### src/rtl/decoder_seq_pkg.sv
// Shared types and constants for the JP / JP cc / OUT (n),A / IN A,(n) sequencer.
package decoder_seq_pkg;

  typedef enum logic [2:0] {
    ST_IDLE,
    ST_FETCH_LO,
    ST_FETCH_HI,
    ST_EXEC,
    ST_IO_WAIT,
    ST_IO_XFER
  } state_t;

  typedef enum logic [1:0] {
    OP_JP,
    OP_JPCC,
    OP_OUT,
    OP_IN
  } op_kind_t;

  localparam logic [2:0] CC_NZ = 3'd0;
  localparam logic [2:0] CC_Z  = 3'd1;
  localparam logic [2:0] CC_NC = 3'd2;
  localparam logic [2:0] CC_C  = 3'd3;
  localparam logic [2:0] CC_PO = 3'd4;
  localparam logic [2:0] CC_PE = 3'd5;
  localparam logic [2:0] CC_P  = 3'd6;
  localparam logic [2:0] CC_M  = 3'd7;

  localparam int S_BIT  = 7;
  localparam int Z_BIT  = 6;
  localparam int PV_BIT = 2;
  localparam int C_BIT  = 0;

  // 11xxx01x selects the group
  localparam logic [7:0] GROUP_MASK  = 8'hC6;
  localparam logic [7:0] GROUP_MATCH = 8'hC2;

  function automatic logic in_group(input logic [7:0] src);
    return (src & GROUP_MASK) == GROUP_MATCH;
  endfunction

  function automatic op_kind_t decode_kind(input logic [7:0] src);
    if (!src[0])     return OP_JPCC;
    else if (!src[4]) return OP_JP;
    else if (src[3])  return OP_IN;
    else              return OP_OUT;
  endfunction

endpackage

### src/rtl/decoder_cc_eval.sv
// Combinational condition-code evaluation against the F register.
module decoder_cc_eval
  import decoder_seq_pkg::*;
(
  input  logic [2:0] ccc,
  input  logic [7:0] flags,
  output logic       taken
);

  logic unused_flags;
  assign unused_flags = ^{flags[5:3], flags[1]};

  always_comb begin
    taken = 1'b0;
    unique case (ccc)
      CC_NZ:   taken = ~flags[Z_BIT];
      CC_Z:    taken =  flags[Z_BIT];
      CC_NC:   taken = ~flags[C_BIT];
      CC_C:    taken =  flags[C_BIT];
      CC_PO:   taken = ~flags[PV_BIT];
      CC_PE:   taken =  flags[PV_BIT];
      CC_P:    taken = ~flags[S_BIT];
      CC_M:    taken =  flags[S_BIT];
      default: taken = 1'b0;
    endcase
  end

endmodule

### src/rtl/decoder_seq_jp_io.sv
// Sequenced controller for JP nn, JP cc,nn, OUT (n),A and IN A,(n).
//  state       | meaning
//  ST_IDLE     | waiting for an opcode strobe
//  ST_FETCH_LO | fetching operand low byte (n for I/O)
//  ST_FETCH_HI | fetching operand high byte (jumps only)
//  ST_EXEC     | evaluate condition, load PC, complete
//  ST_IO_WAIT  | counting wait cycles before the I/O transfer
//  ST_IO_XFER  | I/O read or write until busReady
module decoder_seq_jp_io
  import decoder_seq_pkg::*;
#(
  parameter int IO_WAIT   = 1,
  parameter bit ENABLE_IO = 1'b1
) (
  input  logic        clk,
  input  logic        notReset,
  input  logic        enable,
  input  logic [7:0]  Source,
  input  logic [7:0]  flags,
  input  logic [7:0]  accIn,
  input  logic [7:0]  dataIn,
  input  logic        busReady,
  output logic        busy,
  output logic        memRead,
  output logic        pcInc,
  output logic        ioRead,
  output logic        ioWrite,
  output logic [15:0] portAddr,
  output logic [7:0]  ioData,
  output logic        accLoad,
  output logic [7:0]  accValue,
  output logic        pcLoad,
  output logic [15:0] pcLoadValue,
  output logic        done,
  output logic        unsupported
);

  localparam logic [3:0] WAIT_LOAD = (IO_WAIT > 0) ? 4'(IO_WAIT - 1) : 4'd0;

  state_t     state_q, state_d;
  op_kind_t   op_q;
  logic [2:0] ccc_q;
  logic [7:0] lo_q, hi_q;
  logic [3:0] cnt_q;
  logic       cc_taken;
  logic       src_is_jump;
  logic       accept;

  decoder_cc_eval u_cc_eval (
    .ccc   (ccc_q),
    .flags (flags),
    .taken (cc_taken)
  );

  assign src_is_jump = (decode_kind(Source) == OP_JP) || (decode_kind(Source) == OP_JPCC);
  assign accept      = in_group(Source) && (src_is_jump || ENABLE_IO);

  always_ff @(posedge clk or negedge notReset) begin
    if (!notReset) begin
      state_q <= ST_IDLE;
      op_q    <= OP_JP;
      ccc_q   <= 3'd0;
      lo_q    <= 8'd0;
      hi_q    <= 8'd0;
      cnt_q   <= 4'd0;
    end else begin
      state_q <= state_d;
      case (state_q)
        ST_IDLE: begin
          if (enable && accept) begin
            op_q  <= decode_kind(Source);
            ccc_q <= Source[5:3];
          end
        end
        ST_FETCH_LO: begin
          if (busReady) begin
            lo_q  <= dataIn;
            cnt_q <= WAIT_LOAD;
          end
        end
        ST_FETCH_HI: begin
          if (busReady) hi_q <= dataIn;
        end
        ST_IO_WAIT: begin
          if (cnt_q != 4'd0) cnt_q <= cnt_q - 4'd1;
        end
        default: ;
      endcase
    end
  end

  always_comb begin
    state_d     = state_q;
    busy        = 1'b1;
    memRead     = 1'b0;
    ioRead      = 1'b0;
    ioWrite     = 1'b0;
    portAddr    = 16'd0;
    ioData      = 8'd0;
    accLoad     = 1'b0;
    accValue    = 8'd0;
    pcLoad      = 1'b0;
    done        = 1'b0;
    unsupported = 1'b0;
    unique case (state_q)
      ST_IDLE: begin
        busy = 1'b0;
        if (enable) begin
          if (accept) state_d = ST_FETCH_LO;
          // the only output not derived from state, so reset must gate it
          else unsupported = notReset;
        end
      end
      ST_FETCH_LO: begin
        memRead = 1'b1;
        if (busReady) begin
          if (op_q == OP_JP || op_q == OP_JPCC) state_d = ST_FETCH_HI;
          else if (IO_WAIT == 0)                 state_d = ST_IO_XFER;
          else                                   state_d = ST_IO_WAIT;
        end
      end
      ST_FETCH_HI: begin
        memRead = 1'b1;
        if (busReady) state_d = ST_EXEC;
      end
      ST_EXEC: begin
        done    = 1'b1;
        pcLoad  = (op_q == OP_JP) || cc_taken;
        state_d = ST_IDLE;
      end
      ST_IO_WAIT: begin
        if (cnt_q == 4'd0) state_d = ST_IO_XFER;
      end
      ST_IO_XFER: begin
        ioRead   = (op_q == OP_IN);
        ioWrite  = (op_q == OP_OUT);
        portAddr = {accIn, lo_q};
        ioData   = (op_q == OP_OUT) ? accIn : 8'd0;
        if (busReady) begin
          done     = 1'b1;
          accLoad  = (op_q == OP_IN);
          accValue = (op_q == OP_IN) ? dataIn : 8'd0;
          state_d  = ST_IDLE;
        end
      end
      default: state_d = ST_IDLE;
    endcase
  end

  assign pcInc       = memRead & busReady;
  assign pcLoadValue = {hi_q, lo_q};

endmodule

### config.mk
export PLATFORM = sky130hd
export DESIGN_NAME = decoder_seq_jp_io
export DESIGN_NICKNAME = d
export VERILOG_FILES = /design/src/rtl/decoder_seq_pkg.sv /design/src/rtl/decoder_cc_eval.sv /design/src/rtl/decoder_seq_jp_io.sv
export SDC_FILE = /design/constraint.sdc
export NUM_CORES = 1
export LEC_CHECK = 0
export ABC_AREA = 1
export BUFFER_PORTS_ARGS = -buffer_cell sky130_fd_sc_hd__buf_2
export CORE_MARGIN = 3
export CORE_UTILIZATION = 40
export CTS_CLUSTER_SIZE = 12
export DETAILED_ROUTE_END_ITERATION = 6
export GPL_ROUTABILITY_DRIVEN = 0
export PLACE_DENSITY = 0.82
export SKIP_LAST_GASP = 1
export SLEW_MARGIN = 40
export SYNTH_ARGS = -nofsm -noshare
export SYNTH_HDL_FRONTEND = slang
export SYNTH_SLANG_ARGS = --single-unit
export TNS_END_PERCENT = 5
### constraint.sdc
create_clock -name clk -period 1.4 [get_ports clk]
set_input_delay 0.14 -clock clk [delete_from_list [all_inputs] [get_ports clk]]
set_output_delay 0.14 -clock clk [all_outputs]
set_load 0.05 [all_outputs]
==> results.json, run 1 <==
{
  "relSlewSlack": 0.750,
  "cts_tree": "built",
  "cts-root-buf": "clkbuf_8",
  "ys_seq_area_frac": 0.426,
  "area_growth_pct": 53.4,
  "worstMarginPinSlew_ns": 0.373,
  "path_class": "register to output pin",
  "p_per_area_nw_per_um2": 2080,
  "rsz0062_at_grt": "yes",
  "grt_pass1_wl_um": 7570,
  "firstDrtPassIters": 4,
  "grt_pass1_vias": 1779,
  "clkSinkCount": 28,
  "routed_wl_um": 4660,
  "core_um2": 3800,
  "cpMaxStageDelayCell": "dfrtp_1",
  "grt.total_usage": 0.186,
  "max_stage_delay_ns": 0.40,
  "yosysMostFrequentCell": "inv_1",
  "fp.dieW_um": 70.1,
  "die_h_um": 70.1,
  "dp_hpwl_um": 3430,
  "grt_max_degree": 29,
  "place_inst": 380,
  "vias": 1837,
  "drc_errors": 0,
  "grt_remaining_overflow": 0,
  "drt_iter0_drc": 38,
  "setup_slack_ns": -0.299,
  "cts_max_path_buffers": 2,
  "fmax_ghz": 0.589,
  "fin_worst_skew_ns": 0.00230,
  "hold_path_class": "input port to register",
  "path_max_fanout": 4,
  "violations": "negative setup slack",
  "cts_htree_levels": 1,
  "irDropWorstVdd_mv": 1.30,
  "synth_top_area_cell": "dfrtp_1",
  "drv_cap": 0,
  "crit_chain": "inv_2 > nand2_4 > nor2_4 > inv_2 > nor2_4 > nand2_4 > nor2_4 > buf_8",
  "antennaDiodeCount": 0,
  "ys_warn_count": 0,
  "synth-edff-count": 0,
  "fin_cells": 388,
  "synth_commonest_cells": "51 x inv_1, 50 x nand2_1, 38 x nor2_1",
  "wire_per_inst_um": 12.0,
  "endpoint_kind": "output pin",
  "nNetsFinal": 379,
  "status": "complete, but fails checks",
  "vias_per_cell": 4.73,
  "maxSlewViolCount": 0,
  "required_ns": 1.26,
  "finalCoreUtilization": 0.664,
  "cts_buffers": 3,
  "insertion_delay_ns": 0.27,
  "period_share": 1.21,
  "die_area_um2": 4920,
  "synthFlopType": "dfrtp_1",
  "initial_utilization": 0.433,
  "io_pins": 93,
  "setup_tns_ns": -10.54,
  "postSynthRegisterBits": 28,
  "antenna_found_initial": 0,
  "hold_viol": 0,
  "cpMostUsedCell": "nor2_4",
  "setup_viol": 48,
  "synth_area_leaders": "dfrtp_1 43%, inv_1 12%, nand2_1 11%",
  "port-buffer-count": 88,
  "ant_nets": 0,
  "drive_above_1_share": 0.432,
  "async_reset_ff_frac": 1.00,
  "synth_fp_nets": 269,
  "synthCells": 231,
  "fin_crit_ns": 1.70,
  "totalPowerFinal_mw": 5.25,
  "critical-path-top-delay-family": "simple AND/OR/NAND/NOR gates",
  "num_rows": 22,
  "synth_top_area_frac": 0.426,
  "p_leak_nw": 1.50,
  "path_buf_inv": 3,
  "clk_pin_slew_ns": 0.09,
  "arrival_ns": 1.56,
  "hold_ws_ns": 0.0823,
  "start_kind": "register",
  "post_synth.cell_area_avg_um2": 7.12,
  "syn_area_um2": 1650,
  "yosysUniqueCellTypes": 23
}
-- placed cells by master (no fill, tap or decap) --
cell type	count
clkinvlp_4	1
dlygate4sd3_1	1
nand2_4	4
nor3_2	2
inv_2	3
or2_2	1
inv_1	49
nor2_1	28
o21ai_1	6
ha_1	2
dfrtp_1	28
buf_8	1
nand2_1	49
nor2_4	11
a31oi_2	1
nand2_2	3
buf_4	28
nand4_1	4
o21ai_2	8
nand2_8	1
buf_6	8
clkbuf_8	4
o21ai_0	13
xor2_1	1
nor2_2	2
buf_2	68
a21oi_1	2
nand3_1	10
clkbuf_4	1
-- area by class of cell --
type                    instances  area [µm²]
inverters                      53         203
fillers                       307        1270
well taps                      48        60.1
clock buffers                   4        55.1
multi-input cells             148         832
flip-flops and latches         28         701
repair buffers                107         673
-- registers in the layout, indices dropped and copies added (netlist names) --
signal and flops:
hi_q 8, lo_q 8, cnt_q 4, ccc_q 3, state_q 3, op_q 2
-- kinds of logic (layout without fill, tap and decap cells) --
kind of cell	count (synthesis)	in the layout	synth area share
compound gates	30	30	0.110
simple gates	114	115	0.306
xor+xnor	1	1	0.00532
fa+ha+maj	2	2	0.0152
buf+inv	56	164	0.138
flops	28	28	0.426
-- power breakdown --
part	internal (mW)	switching, mW	leakage [nW]
registers	1.16	0.244	0.355
logic	0.974	2.36	1.12
clock network	0.252	0.256	0.0288
total	2.39	2.86	1.50
-- tightest hold or removal path, stage by stage --
cell and delay, ns:
buf_2 0.08, nand2_1 0.04, o21ai_0 0.06
-- path summary, 6_finish.rpt --
path | to | depth (start not counted) | slack, ns | from
max | accValue[4] | 8 | -0.30 | state_q[1]
min | ccc_q[2] | 3 | 0.08 | Source[5]
max reg2reg | op_q[1] | 8 | -0.09 | state_q[0]
min reg2reg | hi_q[0] | 2 | 0.50 | hi_q[0]
max in group asynchronous | hi_q[7] | 3 | 0.73 | notReset
min in group asynchronous | ccc_q[1] | 3 | 0.40 | notReset
-- layer usage --
layer	vias up	wire length (µm)	track usage
met1	858	1920	0.225
met5	-	0	0
met3	6	265	0.0273
met2	59	2380	0.327
met4	0	89	0.0745
li1	914	-	-
-- stage by stage --
step           setup WS [ns]  area [µm²]
2_1_floorplan         -0.335        1730
3_3_place_gp         -0.0903        2320
3_5_place_dp          -0.107        2320
4_1_cts               -0.318        2470
5_1_grt               -0.398        2520
6_report              -0.299        2520
-- timing repair --
item | CTS | global route
hold buffers | 1 | 0
gates resized for setup | 28 | 8
endpoints found under the setup margin | 47 | 62
cloned | 0 | 1
endpoints found under the hold margin | 28 | 0
buffers inserted | 0 | 2
pin swaps | 0 | 2
No activity file was read; power rests on OpenSTA's default activity.
==> run 2: changes to the inputs <==
Settings changed: BUFFER_PORTS_ARGS -buffer_cell sky130_fd_sc_hd__buf_2 to unset, DONT_BUFFER_PORTS set to 1, PLACE_DENSITY 0.82 to 0.62.
==> results.json, run 2 (synthesized netlist as in run 1, its figures left out) <==
{
  "status": "complete, but fails checks",
  "violations": "negative hold slack, negative setup slack",
  "cts_htree_levels": 1,
  "fmax_ghz": 0.581,
  "antenna_found_initial": 0,
  "cts_tree": "built",
  "setup_slack_ns": -0.322,
  "vias": 1645,
  "dp_hpwl_um": 3220,
  "fin_worst_skew_ns": 0.00313,
  "grt_remaining_overflow": 0,
  "core_um2": 3800,
  "wire_per_inst_um": 12.3,
  "cts_max_path_buffers": 2,
  "fin_crit_ns": 1.72,
  "cts-root-buf": "clkbuf_8",
  "clkSinkCount": 28,
  "routed_wl_um": 4270,
  "io_pins": 93,
  "gr-usage-met2": 0.316,
  "num_rows": 22,
  "grt_pass1_wl_um": 7000,
  "initial_utilization": 0.433,
  "largestRegisters": "hi_q (8), lo_q (8), cnt_q (4)",
  "firstDrtPassIters": 4,
  "grt.met1_usage": 0.204,
  "reg2reg_from": "state_q[2]",
  "vias_per_cell": 4.73,
  "reg2reg_to": "hi_q[1]",
  "start_kind": "register",
  "drt_iter0_drc": 41,
  "drive_above_1_share": 0.353,
  "p_leak_nw": 1.38,
  "busiest_layer": "met2",
  "layout_common_cells": "51 x buf_4, 49 x inv_1, 49 x nand2_1, 28 x dfrtp_1, 27 x nor2_1",
  "grt_max_degree": 29,
  "rsz0062_at_grt": "yes",
  "p_per_area_nw_per_um2": 2080,
  "endpoint_kind": "output pin",
  "ff2ff_path_depth": 8,
  "cts_buffers": 3,
  "path_class": "register to output pin",
  "arrival_ns": 1.58,
  "setup_tns_ns": -10.07,
  "place_inst": 335,
  "worstMarginPinSlew_ns": 0.509,
  "maxSlewViolCount": 0,
  "relSlewSlack": 0.660,
  "fp.dieW_um": 70.1,
  "hold_viol": 1,
  "fin_cells": 348,
  "path_max_fanout": 4,
  "die_h_um": 70.1,
  "irDropWorstVdd_mv": 1.03,
  "grt_pass1_vias": 1609,
  "grt.total_usage": 0.172,
  "setup_viol": 47,
  "period_share": 1.23,
  "clk_pin_slew_ns": 0.09,
  "port-buffer-count": 0,
  "required_ns": 1.26,
  "drv_cap": 0,
  "nNetsFinal": 339,
  "drc_errors": 0,
  "antennaDiodeCount": 0,
  "area_growth_pct": 55.1,
  "insertion_delay_ns": 0.27,
  "use_met3": 0.0331,
  "fill_cells": 302,
  "hold_path_class": "input port to register",
  "reg2reg_slack_ns": -0.02,
  "ant_nets": 0,
  "cp-startpoint": "state_q[1]",
  "hold_ws_ns": -0.000760,
  "die_area_um2": 4920,
  "critical_path.endpoint": "accValue[2]",
  "final_common_cell": "buf_4"
}
run 2: changes by cell type in the layout (fill, tap and decap cells not counted), moves of 7 or more:
cell | before | now
buf_6 | 8 | 1
buf_2 | 68 | 0
buf_4 | 28 | 51
buf_12 | 0 | 12
run 2: worst min path at each step:
stage	from	endpoint	cells past startpoint
floorplan	notReset	ccc_q[0]	0
global placement	notReset	state_q[0]	0
detailed placement	notReset	state_q[0]	0
CTS	Source[5]	ccc_q[2]	2
global route	Source[5]	ccc_q[2]	2
finish	Source[5]	ccc_q[2]	2
run 2: worst max-delay path, stage by stage, from the launching register on:
cell,delay [ns]
dfrtp_1,0.41
inv_2,0.09
nand2_4,0.05
nor2_4,0.10
inv_2,0.06
nor2_4,0.19
nand2_4,0.15
nor2_4,0.12
buf_12,0.14
run 2: metrics by stage:
stage,hold WS [ns],setup WS [ns],total power [mW],instance area [µm²],utilization
CTS,0.00240,-0.318,5.27,2490,0.655
finish,-0.000760,-0.322,5.32,2550,0.672
detailed placement,-0.154,-0.0397,4.57,2340,0.617
global placement,-0.154,-0.0265,4.51,2340,0.617
floorplan,-0.156,-0.335,3.74,1730,-
global route,0.00777,-0.393,5.67,2550,0.672
run 2: per-layer routing:
metal	part of all wire	wire (µm)
met5	0	0
met3	0.065	277
met2	0.52	2220
met4	0.014	61
met1	0.40	1700
run 2: timing repair:
item / CTS / global route
endpoints found under the hold margin: 29 / 0
endpoints found under the setup margin: 49 / 66
buffers inserted: 2 / 3
gates cloned: 1 / 0
pin swaps: 5 / 2
hold buffers: 3 / 0
resized for setup: 1 / 10
run 2: cell type report:
class / instances / area (µm²) / area share
clock inverters: 1 / 30.0 / 0.0118
multi-input cells: 148 / 848 / 0.332
repair buffers: 67 / 669 / 0.262
flip-flops and latches: 28 / 701 / 0.275
inverters: 53 / 203 / 0.0794
well taps: 48 / 60.1 / 0.0235
clock buffers: 3 / 41.3 / 0.0162
run 2: where the power goes:
part           leakage (nW)  switching, mW  internal [mW]
clock network        0.0357          0.245          0.383
logic                 0.990           1.92          0.987
registers             0.355          0.631           1.15
